===== src/rtl/display_scan_ctrl_pkg.sv =====
// Shared constants, types and helpers for the multiplexed 4-digit display scanner.
package display_scan_ctrl_pkg;

    localparam int unsigned NUM_DIGITS = 4;
    localparam int unsigned NIBBLE_W   = 4;

    localparam logic [NUM_DIGITS-1:0] AN_OFF = 4'b1111;

    typedef enum logic {
        PhBlank,
        PhShow
    } scan_phase_e;

    typedef struct packed {
        logic [NIBBLE_W-1:0]   nibble;
        logic [NUM_DIGITS-1:0] an_n;
        logic                  dp_n;
        logic                  frame_tick;
    } scan_out_t;

    localparam scan_out_t SCAN_OUT_RST = '{
        nibble:     4'h0,
        an_n:       AN_OFF,
        dp_n:       1'b1,
        frame_tick: 1'b0
    };

    function automatic int unsigned cnt_width(input int unsigned div);
        return (div < 2) ? 1 : $clog2(div);
    endfunction

endpackage


===== src/rtl/display_scan_ctrl_scan_prescaler.sv =====
// Slot prescaler: counts 0..SCAN_DIV-1 and strobes o_wrap on the last cycle of each slot.
module display_scan_ctrl_scan_prescaler
    import display_scan_ctrl_pkg::*;
#(
    parameter int unsigned SCAN_DIV = 50000,
    parameter int unsigned CNT_W    = cnt_width(SCAN_DIV)
) (
    input  logic             clk,
    input  logic             rst,
    input  logic             i_en,
    output logic [CNT_W-1:0] o_cnt,
    output logic             o_wrap
);

    logic [CNT_W-1:0] r_cnt;
    logic             w_at_end;

    assign w_at_end = (r_cnt == CNT_W'(SCAN_DIV - 1));

    always_ff @(posedge clk) begin
        if (rst) begin
            r_cnt <= '0;
        end else if (!i_en || w_at_end) begin
            r_cnt <= '0;
        end else begin
            r_cnt <= r_cnt + CNT_W'(1);
        end
    end

    assign o_cnt  = r_cnt;
    assign o_wrap = i_en && w_at_end;

endmodule


===== src/rtl/display_scan_ctrl.sv =====
// Time-multiplexed 4-digit 7-segment scanner with per-frame snapshot and anode dead time.
// Optional leading-zero blanking is built when DISPLAY_SCAN_LZB_EN is defined.
module display_scan_ctrl
    import display_scan_ctrl_pkg::*;
#(
    parameter int unsigned SCAN_DIV     = 50000,
    parameter int unsigned BLANK_CYCLES = 500
) (
    input  logic        clk,
    input  logic        rst,
    input  logic        en,
    input  logic [15:0] digits_in,
    input  logic [3:0]  dp_in,
    output logic [3:0]  nibble_out,
    output logic [3:0]  an_n,
    output logic        dp_n,
    output logic        frame_tick
);

    localparam int unsigned CNT_W = cnt_width(SCAN_DIV);

    logic [CNT_W-1:0] w_cnt;
    logic             w_wrap;
    logic [1:0]       r_idx;
    logic [15:0]      r_snap_digits;
    logic [3:0]       r_snap_dp;
    logic             w_load;
    scan_phase_e      w_phase;
    logic [3:0]       w_cur_nibble;
    logic             w_cur_dp;
    logic [3:0]       w_an_sel;
    logic             w_lit;
    scan_out_t        w_out_nxt;
    scan_out_t        r_out;

    display_scan_ctrl_scan_prescaler #(
        .SCAN_DIV (SCAN_DIV),
        .CNT_W    (CNT_W)
    ) u_prescaler (
        .clk    (clk),
        .rst    (rst),
        .i_en   (en),
        .o_cnt  (w_cnt),
        .o_wrap (w_wrap)
    );

    // Snapshot only at the very first cycle of a frame so a frame never tears.
    assign w_load = en && (w_cnt == '0) && (r_idx == 2'd0);

    always_ff @(posedge clk) begin
        if (rst) begin
            r_idx <= 2'd0;
        end else if (!en) begin
            r_idx <= 2'd0;
        end else if (w_wrap) begin
            r_idx <= r_idx + 2'd1;
        end
    end

    always_ff @(posedge clk) begin
        if (rst) begin
            r_snap_digits <= '0;
            r_snap_dp     <= '0;
        end else if (w_load) begin
            r_snap_digits <= digits_in;
            r_snap_dp     <= dp_in;
        end
    end

    assign w_phase      = (w_cnt < CNT_W'(BLANK_CYCLES)) ? PhBlank : PhShow;
    assign w_cur_nibble = r_snap_digits[{r_idx, 2'b00} +: NIBBLE_W];
    assign w_cur_dp     = r_snap_dp[r_idx];

`ifdef DISPLAY_SCAN_LZB_EN
    logic [3:0] w_hi_zero;
    logic [3:0] w_suppress;

    // w_hi_zero[i]: digit i and every digit above it are zero; digit 0 never qualifies.
    always_comb begin
        w_hi_zero    = '0;
        w_hi_zero[3] = (r_snap_digits[15:12] == 4'h0);
        w_hi_zero[2] = w_hi_zero[3] && (r_snap_digits[11:8] == 4'h0);
        w_hi_zero[1] = w_hi_zero[2] && (r_snap_digits[7:4] == 4'h0);
        w_suppress   = w_hi_zero & ~r_snap_dp;
    end

    assign w_lit = (w_phase == PhShow) && !w_suppress[r_idx];
`else
    assign w_lit = (w_phase == PhShow);
`endif

    always_comb begin
        w_an_sel = AN_OFF;
        unique case (r_idx)
            2'd0: w_an_sel = 4'b1110;
            2'd1: w_an_sel = 4'b1101;
            2'd2: w_an_sel = 4'b1011;
            2'd3: w_an_sel = 4'b0111;
        endcase
    end

    // The nibble tracks the slot even while dark, so the decoder settles before the anode opens.
    always_comb begin
        w_out_nxt            = SCAN_OUT_RST;
        w_out_nxt.nibble     = w_cur_nibble;
        w_out_nxt.frame_tick = w_load;
        if (en && w_lit) begin
            w_out_nxt.an_n = w_an_sel;
            w_out_nxt.dp_n = ~w_cur_dp;
        end
    end

    always_ff @(posedge clk) begin
        if (rst) begin
            r_out <= SCAN_OUT_RST;
        end else begin
            r_out <= w_out_nxt;
        end
    end

    assign nibble_out = r_out.nibble;
    assign an_n       = r_out.an_n;
    assign dp_n       = r_out.dp_n;
    assign frame_tick = r_out.frame_tick;

endmodule


===== config.mk =====
export PLATFORM = sky130hd
export DESIGN_NAME = display_scan_ctrl
export DESIGN_NICKNAME = d
export VERILOG_FILES = /design/src/rtl/display_scan_ctrl_pkg.sv /design/src/rtl/display_scan_ctrl_scan_prescaler.sv /design/src/rtl/display_scan_ctrl.sv
export SDC_FILE = /design/constraint.sdc
export NUM_CORES = 1
export LEC_CHECK = 0
export BUFFER_PORTS_ARGS = -buffer_cell sky130_fd_sc_hd__buf_4
export CAP_MARGIN = 20
export CELL_PAD_IN_SITES_DETAIL_PLACEMENT = 1
export CELL_PAD_IN_SITES_GLOBAL_PLACEMENT = 1
export CORE_MARGIN = 5
export CORE_UTILIZATION = 42
export DETAILED_ROUTE_END_ITERATION = 12
export PLACE_DENSITY = 0.75
export SETUP_SLACK_MARGIN = 0.5
export SYNTH_ARGS = -nofsm -noshare
export SYNTH_HDL_FRONTEND = slang
export SYNTH_HIERARCHICAL = 1
export SYNTH_SLANG_ARGS = --single-unit

===== constraint.sdc =====
create_clock -name clk -period 2.3 [get_ports clk]
set_input_delay 0.575 -clock clk [delete_from_list [all_inputs] [get_ports clk]]
set_output_delay 0.575 -clock clk [all_outputs]
set_load 0.05 [all_outputs]

; ---- Word level (Yosys, flattened, before mapping)
; Cells that the tools add are included.
[totals]
register_bits = 48
inputBits = 23
output_inout_bits = 10
word_cells = 35
[classes]
add_sub_neg = 2
n_lt_le_gt_ge = 2
eq_ne = 4
shift = 1
muxes = 4
bitwise = 3
n_reduce_logical = 11
[ops]
columns = operator, n
row1 = $add 16x1->16 const B, 1
row2 = $eq 16x16->1 const B, 1
row3 = $logic_not 16->1, 1
row4 = $lt 16x9->1 const B, 1
row5 = $pmux 4 s4, 1
row6 = $shiftx 16x5->4, 1
row7 = $reduce_or 2->1, 3
row8 = $eq 2x2->1 const B, 2
row9 = $logic_and 1x1->1, 4
row10 = $lt 2x3->1 const B, 1
row11 = $not 1->1, 3
row12 = $add 2x1->2 const B, 1
row13 = $bmux 1 s2, 1
row14 = $eq 2x1->1 const B, 1
row15 = $logic_not 2->1, 1
row16 = $mux 1, 2
row17 = $logic_not 1->1, 1
row18 = $logic_or 1x1->1, 1

; ---- Logic depth before layout (Yosys ltp)
; Gate-level depths: netlist (run 1).
[logic_depth]
word_depth = 5
mapped_depth = 8
depth_no_buf = 6

; ---- Modules after synthesis
; Netlist (run 1), hierarchy kept.
[by_module_without_submodules]
columns = mod, n_inst, cells_each, area_per_inst_um2, seq_area_each_um2
row1 = display_scan_ctrl, 1, 143, 1368.8, 640.6
row2 = display_scan_ctrl_scan_prescaler, 1, 81, 719.4, 320.3

; ---- Worst setup path after synthesis (run 1)
; No wires, ideal clock.
[synth_timing]
kind = flip-flop to flip-flop
from = register u_prescaler.r_cnt[11] (netlist: u_prescaler/o_cnt[11])
to = register r_idx[1]
setup_time_ns = 0.114
arrival_ns = 1.511
t_required_ns = 2.186
slack_ns = 0.674
path_stages_with_launch = 6
n_path_buf = 0
synth_period_minus_slack_ns = 1.626
cell_sequence = dfxtp_1 or4_1 nor4_2 and2_1 mux2i_1 nor2_1
[synth_between]
elab_chain_len = 2
[synth_rtl]
columns = element, line_no
row1 = "start, declared", display_scan_ctrl_scan_prescaler.sv:15  ; logic [CNT_W-1:0] r_cnt;
row2 = "start signal, assigned", display_scan_ctrl_scan_prescaler.sv:26  ; r_cnt <= r_cnt + CNT_W'(1);
row3 = $eq 16x16->1, display_scan_ctrl_scan_prescaler.sv:18  ; assign w_at_end = (r_cnt == CNT_W'(SCAN_DIV - 1));
row4 = $logic_and 1x1->1, display_scan_ctrl_scan_prescaler.sv:31  ; assign o_wrap = i_en && w_at_end;
row5 = net w_wrap, display_scan_ctrl.sv:23  ; logic w_wrap;
row6 = "end signal, assigned", display_scan_ctrl.sv:56  ; r_idx <= r_idx + 2'd1;
row7 = "end, declared", display_scan_ctrl.sv:24  ; logic [1:0] r_idx;
; The timed path passes the listed nets, and every way through them passes these cells.
; A chain may end at the register's enable or synchronous reset.

; ---- Final worst setup path (run 1)
[layout_timing]
from = register u_prescaler.r_cnt[11] (netlist: u_prescaler/o_cnt[11])
to = register u_prescaler.r_cnt[0] (netlist: u_prescaler/o_cnt[0])
[layout_between]
elab_chain_len = 3
[layout_rtl]
columns = element, line_no
row1 = $eq 16x16->1, display_scan_ctrl_scan_prescaler.sv:18
row2 = $logic_or 1x1->1, display_scan_ctrl_scan_prescaler.sv:23  ; end else if (!i_en || w_at_end) begin
row3 = $reduce_or 2->1 (no line), n/a
; No other way between the ends.

==> flow_summary.yaml, run 1 <==
outcome:
  status: "complete, no violations"
pwr:
  p_leak_nw: 0.902
  ir_worst_vdd_mv: 0.292
  p_per_area_nw_per_um2: 612
  total_power_mw: 1.53
setup_path:
  path_buf_inv: 1
  cp_slowest_stage_delay_ns: 0.55
  worstPathCellList: "or4_4 > nor4_4 > or3b_1 > buf_6 > nor2_1"
  critical_path_required_ns: 2.49
  rrSetupSlack_ns: 0.54
  crit_arrival_ns: 1.95
  crit_type: "flop to flop"
  endpoint_kind: "flop"
  path_delay_family: "simple AND/OR/NAND/NOR gates"
  crit_fanout: 10
  critical_path.slowest_cell: "or4_4"
  cp-start-kind: "flop"
die:
  pin_count: 33
  start_util: 0.436
  core_um2: 4790
  die_area_um2: 6480
  rows: 25
  die_x_um: 80.5
  fp.dieH_um: 80.5
placed_design:
  place.gp.congestion: 0.722
  detailed_place_hpwl_um: 3610
  place.port_buffers: 32
  post-place-ws_ns: 0.381
drt:
  route.detailed.drc: 0
  vias_per_cell: 5.32
  num_vias: 1709
  ant_nets: 0
  dr.pass1.iters: 4
  drtIter0Drc: 126
  drt_wl_total_um: 5320
  routedWlPerCell_um: 16.6
synth:
  netlist_instances: 224
  syn-mean-instance-area_um2: 9.32
  ys_seq_area_frac: 0.460
  synth_area_um2: 2090
  synth_cell_types: 34
  yosys_warnings: 6
  syn_nets: 252
  ys_seq_elements: 48
global_route:
  grt_start_max_net_pins: 28
  grt_pass1_wl_um: 8520
  grt_pass1_vias: 1718
  antenna_found_initial: 0
  grt_use_total: 0.173
  grt_remaining_overflow: 0
clocking:
  cts_tree: "built"
  path_clk_slew_ns: 0.08
  hold_buffers: 0
  htreeDepth: 2
  clk_latency_ns: 0.30
  numCtsBuffers: 5
  root_buffer: "clkbuf_8"
  clock-sinks: 48
  cts_buffer_depth: 2
sta:
  post-route-min-period_ns: 1.76
  max_slew_margin: 0.703
  setup_viol: 0
  clock.fmax_mhz: 570
  holdWs_ns: 0.478
  post-route-period-util: 0.763
  finalMaxSlewViolations: 0
  rsz0062_at_grt: "true"
  setup_slack_ns: 0.545
  skew_ns: 0.00545
  hold_violations: 0
  tns_ns: 0
  worst_slew_pin_slew_ns: 0.445
layout:
  fin_nets: 281
  drive_gt1_frac: 0.240
  syn_to_final_growth_pct: 19.8
  num_antenna_cells: 0
hold_path:
  hp-class: "flop to flop"
flow_run:
  max-cap-violations: 0
[flip-flops by register name, summed over array words and instances (netlist names)]
name	flops
nibble_out	4
r_idx	2
r_snap_dp	4
dp_n	1
r_snap_digits	16
an_n	4
frame_tick	1
u_prescaler/o_cnt	16
[synthesized netlist by cell type]
| master | instances | area share |
|---|---|---|
| and2_1 | 2 | 0.0060 |
| buf_2 | 2 | 0.0048 |
| nor4_1 | 5 | 0.015 |
| nand2b_1 | 1 | 0.0030 |
| buf_4 | 3 | 0.011 |
| o211a_1 | 1 | 0.0048 |
| inv_1 | 6 | 0.011 |
| mux4_2 | 5 | 0.054 |
| o21ai_0 | 16 | 0.038 |
| nand2_1 | 8 | 0.014 |
| and3_2 | 1 | 0.0036 |
| or4_1 | 1 | 0.0036 |
| buf_6 | 3 | 0.016 |
| nor2_1 | 20 | 0.036 |
| mux2i_1 | 1 | 0.0048 |
| and3_1 | 1 | 0.0030 |
| nor4_2 | 2 | 0.012 |
| xnor2_1 | 13 | 0.055 |
| dfxtp_1 | 48 | 0.46 |
| a21oi_1 | 21 | 0.050 |
| or3_2 | 1 | 0.0036 |
| nand4b_1 | 1 | 0.0042 |
| nor3_1 | 6 | 0.014 |
| o21ai_1 | 4 | 0.0096 |
| clkbuf_1 | 6 | 0.011 |
| nor4b_2 | 2 | 0.014 |
| nand3_1 | 25 | 0.060 |
| clkbuf_2 | 1 | 0.0024 |
| nand4_1 | 5 | 0.015 |
| nor2b_1 | 4 | 0.012 |
| ha_1 | 5 | 0.030 |
| nand4bb_1 | 1 | 0.0054 |
| xor2_1 | 2 | 0.0084 |
| or3b_1 | 1 | 0.0042 |
[routing by layer]
metal | routed length [um] | track usage | vias to the layer above
met1 | 2430 | 0.224 | 827
met4 | 38 | 0.0591 | 0
met5 | 0 | 0 | -
li1 | - | - | 842
met2 | 2630 | 0.276 | 36
met3 | 229 | 0.0482 | 4
[metrics by stage]
| step | util | instance area (um^2) | instances |
|---|---|---|---|
| 6_report | 0.523 | 2500 | 321 |
| 5_1_grt | 0.523 | 2500 | 321 |
| 3_5_place_dp | 0.492 | 2360 | 313 |
| 2_1_floorplan | - | 2090 | 224 |
| 3_3_place_gp | 0.492 | 2360 | 313 |
| 4_1_cts | 0.512 | 2450 | 321 |
[cells in the final DEF, fill, tap and decap left out, types with 6 or more instances in the layout]
cell type,netlist,final
dfxtp_1,48,45
buf_4,3,35
nand3_1,25,24
a21oi_1,21,21
nor2_1,20,20
o21ai_0,16,13
xnor2_1,13,13
nand2_1,8,8
o21ai_1,4,7
inv_1,6,6
nor3_1,6,6
clkbuf_8,0,6
[tightest hold or removal path: stages, from the launching register on]
cell	delay (ns)
dfxtp_1	0.31
o21ai_0	0.07
a21oi_1	0.06
[power by group]
part,switching (mW),total [mW],internal [mW],leakage (nW)
registers,0.0146,0.871,0.856,0.393
clock network,0.269,0.515,0.246,0.0455
logic,0.0777,0.144,0.0668,0.464
[what timing repair did]
item / in CTS / in global routing
buffers inserted: 0 / 0
endpoints found under the setup margin: 20 / 38
gates resized for setup: 2 / 15
pin swaps: 0 / 2
[path summary, 6_finish.rpt]
path	from	endpoint	depth (start not counted)
min reg2reg	r_snap_digits[11]	r_snap_digits[11]	2
min	r_snap_digits[11]	r_snap_digits[11]	2
max reg2reg	u_prescaler/o_cnt[11]	u_prescaler/o_cnt[0]	5
max	u_prescaler/o_cnt[11]	u_prescaler/o_cnt[0]	5
[area by class of cell]
class	instances	area (um^2)
Tap cell	67	83.8
Inverter	6	22.5
Sequential cell	48	967
Timing Repair Buffer	37	285
Clock buffer	8	90.1
Multi-Input combinational cell	155	1050
Fill cell	557	2280
[logic make-up (layout without fill, tap and decap cells)]
| group | Yosys count | after routing | share of synthesized area |
|---|---|---|---|
| AO/OA/AOI/OAI | 42 | 42 | 0.103 |
| buffers and inverters | 21 | 51 | 0.0557 |
| AND/OR/NAND/NOR | 87 | 87 | 0.229 |
| adder cells (fa/ha/maj) | 5 | 5 | 0.0300 |
| XOR/XNOR | 15 | 15 | 0.0629 |
| flip-flops | 48 | 48 | 0.460 |
| multiplexers | 6 | 6 | 0.0587 |
Note: power is estimated with default switching activity, not from simulation.
==> inputs of run 2 (changes only) <==
==> constraint.sdc (replaced) <==
create_clock -name clk -period 1.8 [get_ports clk]
set_input_delay 0.45 -clock clk [delete_from_list [all_inputs] [get_ports clk]]
set_output_delay 0.45 -clock clk [all_outputs]
set_load 0.05 [all_outputs]
==> flow_summary.yaml, run 2 (synthesized netlist as in run 1, its figures left out) <==
flow_run:
  max-cap-violations: 0
pwr:
  ir_worst_vdd_mv: 0.358
  power_frac_comb: 0.109
  clkPwrFrac: 0.372
  p_per_area_nw_per_um2: 753
  p_sw_uw: 524
  internal_power_mw: 1.62
  p_sw_frac: 0.245
  seqPwrFrac: 0.520
  p_leak_nw: 1.00
layout:
  layout_commonest_cell: "dfxtp_1"
  final_cell_mix: "dfxtp_1 (34), buf_4 (31), nand3_1 (22)"
  drive_gt1_frac: 0.428
  num_antenna_cells: 0
  fin_nets: 291
  design_area_um2: 2850
  syn_to_final_growth_pct: 36.2
drt:
  routedWlPerCell_um: 18.4
  drt_wl_total_um: 6100
  num_vias: 1811
  dr.pass1.iters: 4
  vias_per_cell: 5.47
  drtIter0Drc: 61
  ant_nets: 0
  route.detailed.drc: 0
global_route:
  grt_use_total: 0.186
  grt_remaining_overflow: 0
  grt_pass1_vias: 1798
  antenna_found_initial: 0
  grt_pass1_wl_um: 9070
  grt_start_max_net_pins: 26
sta:
  setup_viol: 0
  skew_ns: 0.0122
  clock.fmax_mhz: 613
  worst_slew_pin_slew_ns: 0.496
  rsz0062_at_grt: "true"
  hold_violations: 0
  post-route-period-util: 0.906
  finalMaxSlewViolations: 0
  tns_ns: 0
  max_slew_margin: 0.669
  post-route-min-period_ns: 1.63
setup_path:
  endpoint_kind: "flop"
  worstPathCellList: "nand4_1 > nor4_1 > xnor2_1 > nor2_2"
  startpoint: "u_prescaler/o_cnt[3]"
  r2r_start: "u_prescaler/o_cnt[3]"
  crit_arrival_ns: 1.84
  path_buf_inv: 0
  critical_path.slowest_cell: "dfxtp_2"
  crit_type: "flop to flop"
  cp_slowest_stage_delay_ns: 0.47
  critical_path_required_ns: 2.00
  path_delay_family: "simple AND/OR/NAND/NOR gates"
  cp-start-kind: "flop"
  crit_fanout: 6
hold_path:
  min_from: "digits_in[3]"
  hp-class: "input pin to flop"
die:
  pin_count: 33
  fp.dieH_um: 80.5
  rows: 25
  die_x_um: 80.5
  die_area_um2: 6480
  core_um2: 4790
  start_util: 0.436
clocking:
  clock-sinks: 48
  hold_buffers: 0
  root_buffer: "clkbuf_8"
  cts_buffer_depth: 2
  clk_latency_ns: 0.32
  cts_tree: "built"
  htreeDepth: 2
  numCtsBuffers: 5
  path_clk_slew_ns: 0.10
placed_design:
  place.gp.congestion: 0.763
  detailed_place_hpwl_um: 3610
  place.port_buffers: 32
  placed_cell_area_um2: 2430
outcome:
  status: "complete, no violations"
[run 2: worst paths after layout]
kind                                              end  slack [ns]  cells past startpoint
worst max-delay path            u_prescaler/o_cnt[15]        0.17                      4
worst min-delay path                 r_snap_digits[3]        0.39                      3
worst max register to register  u_prescaler/o_cnt[15]        0.17                      4
worst min register to register   u_prescaler/o_cnt[0]        0.48                      1
[run 2: routing by layer]
layer	track usage	wire length (um)
met4	0.0726	88
met5	0	0
met1	0.240	2660
met3	0.0538	288
met2	0.290	3070
[run 2: repair_timing]
item                                    4_1_cts  5_1_grt
resized for setup                            26       41
buffers inserted                              2        3
pin swaps                                    16        5
gates cloned                                  1        1
endpoints found under the setup margin       49       54
[run 2: worst min-delay path: stages]
cell and delay (ns):
buf_4 0.11, nand3_1 0.05, a21oi_1 0.06
[run 2: power groups by stage]
stage          clock network, mW  registers (mW)  logic [mW]
3_3_place_gp                   0            1.14       0.188
2_1_floorplan                  0            1.15       0.112
5_1_grt                    0.873            1.12       0.250
3_5_place_dp                   0            1.14       0.191
6_report                   0.796            1.11       0.233
4_1_cts                    0.806            1.11       0.201
[run 2: final cells by class]
type                            count  area (um^2)
Timing Repair Buffer               47          455
Sequential cell                    48          988
Inverter                            6         22.5
Clock inverter                      3         42.5
Tap cell                           67         83.8
Fill cell                         548         1940
Multi-Input combinational cell    155         1180
Clock buffer                        5         68.8
[run 2: stage by stage]
step | instances | hold WS [ns] | setup slack [ns] | utilization | total power, mW
after detailed placement | 316 | 0.456 | 0.141 | 0.508 | 1.33
after global placement | 316 | 0.442 | 0.217 | 0.508 | 1.33
final | 331 | 0.389 | 0.169 | 0.595 | 2.14
after global routing | 331 | 0.381 | 0.100 | 0.595 | 2.24
after floorplan | 224 | 0.425 | 0.287 | - | 1.26
after CTS | 327 | 0.386 | 0.232 | 0.556 | 2.12
==> inputs of run 3 (changes only) <==
==> constraint.sdc (replaced) <==
create_clock -name clk -period 1.8 [get_ports clk]
set_input_delay 0.45 -clock clk [delete_from_list [all_inputs] [get_ports clk]]
set_output_delay 0.45 -clock clk [all_outputs]
set_load 0.005 [all_outputs]
==> flow_summary.yaml, run 3 (synthesized netlist as in run 1, its figures left out) <==
drt:
  drt_wl_total_um: 6070
  ant_nets: 0
  num_vias: 1802
  vias_per_cell: 5.44
  dr.pass1.iters: 4
  routedWlPerCell_um: 18.3
  route.detailed.drc: 0
  drtIter0Drc: 62
die:
  fp.dieH_um: 80.5
  die_x_um: 80.5
  rows: 25
  core_um2: 4790
  start_util: 0.436
  pin_count: 33
  die_area_um2: 6480
sta:
  holdWs_ns: 0.388
  rsz0062_at_grt: "true"
  skew_ns: 0.0126
  clock.fmax_mhz: 617
  post-route-min-period_ns: 1.62
  setup_slack_ns: 0.178
  finalMaxSlewViolations: 0
  post-route-period-util: 0.901
  max_slew_margin: 0.661
  worst_slew_pin_slew_ns: 0.509
  hold_violations: 0
  tns_ns: 0
  setup_viol: 0
layout:
  fin_nets: 291
  num_antenna_cells: 0
  drive_gt1_frac: 0.417
  fin_util: 0.587
  final_cell_mix: "buf_4 (39), dfxtp_1 (37), nand3_1 (22)"
  syn_to_final_growth_pct: 34.6
  layout_commonest_cell: "buf_4"
  design_area_um2: 2810
  finalNonFillerCells: 331
outcome:
  status: "complete, no violations"
setup_path:
  crit_fanout: 6
  crit_arrival_ns: 1.83
  cp-start-kind: "flop"
  endpoint_kind: "flop"
  startpoint: "u_prescaler/o_cnt[3]"
  crit_type: "flop to flop"
  r2r_start: "u_prescaler/o_cnt[3]"
  critical_path_required_ns: 2.01
pwr:
  p_leak_nw: 0.992
  p_per_area_nw_per_um2: 756
  ir_worst_vdd_mv: 0.357
  total_power_mw: 2.13
placed_design:
  detailed_place_hpwl_um: 3610
  place_inst: 316
  placed_cell_area_um2: 2430
  place.port_buffers: 32
  post-place-ws_ns: 0.141
  place.gp.congestion: 0.763
clocking:
  cts_tree: "built"
  hold_buffers: 0
  path_clk_slew_ns: 0.10
  clk_latency_ns: 0.32
  cts_buffer_depth: 2
  clock-sinks: 48
  htreeDepth: 2
  root_buffer: "clkbuf_8"
  numCtsBuffers: 5
global_route:
  grt_pass1_wl_um: 9070
  grt_use_total: 0.186
  grt_pass1_vias: 1798
  grt_remaining_overflow: 0
  antenna_found_initial: 0
  grt_start_max_net_pins: 26
hold_path:
  hp-class: "input pin to flop"
  min_from: "digits_in[3]"
flow_run:
  max-cap-violations: 0
==> run 3: cell counts in the layout (fill, tap and decap cells not counted) <==
No cell type changed its count.
==> run 3: critical path, stage by stage (launching register included) <==
cell and delay (ns):
dfxtp_2 0.46, nand4_1 0.32, nor4_1 0.46, xnor2_1 0.20, nor2_2 0.06
==> run 3: layer usage <==
metal  routed length, um  track usage
met1                2680        0.240
met2                3030        0.290
met3                 267       0.0538
met4                  90       0.0726
met5                   0            0
==> run 3: final timing paths <==
check                                             end  slack (ns)  cells past startpoint
worst max-delay path            u_prescaler/o_cnt[15]        0.18                      4
worst min-delay path                 r_snap_digits[3]        0.39                      3
worst max register to register  u_prescaler/o_cnt[15]        0.18                      4
worst min register to register   u_prescaler/o_cnt[0]        0.48                      1
==> run 3: report_power, final <==
group	leakage [nW]	internal, mW	switching [mW]	total, mW
logic	0.541	0.113	0.101	0.214
clock network	0.0541	0.411	0.388	0.799
registers	0.397	1.09	0.0215	1.11
total	0.992	1.62	0.510	2.13
==> run 3: final cells by class <==
class | instances | area, um^2
Clock inverter | 3 | 42.5
Clock buffer | 5 | 68.8
Inverter | 6 | 22.5
Fill cell | 553 | 1970
Multi-Input combinational cell | 155 | 1180
Sequential cell | 48 | 985
Timing Repair Buffer | 47 | 425
Tap cell | 67 | 83.8
==> run 3: timing repair <==
action,4_1_cts,5_1_grt
endpoints found under the setup margin,48,46
resized for setup,25,31
cloned,1,1
setup buffers,2,3
pin swaps,16,5
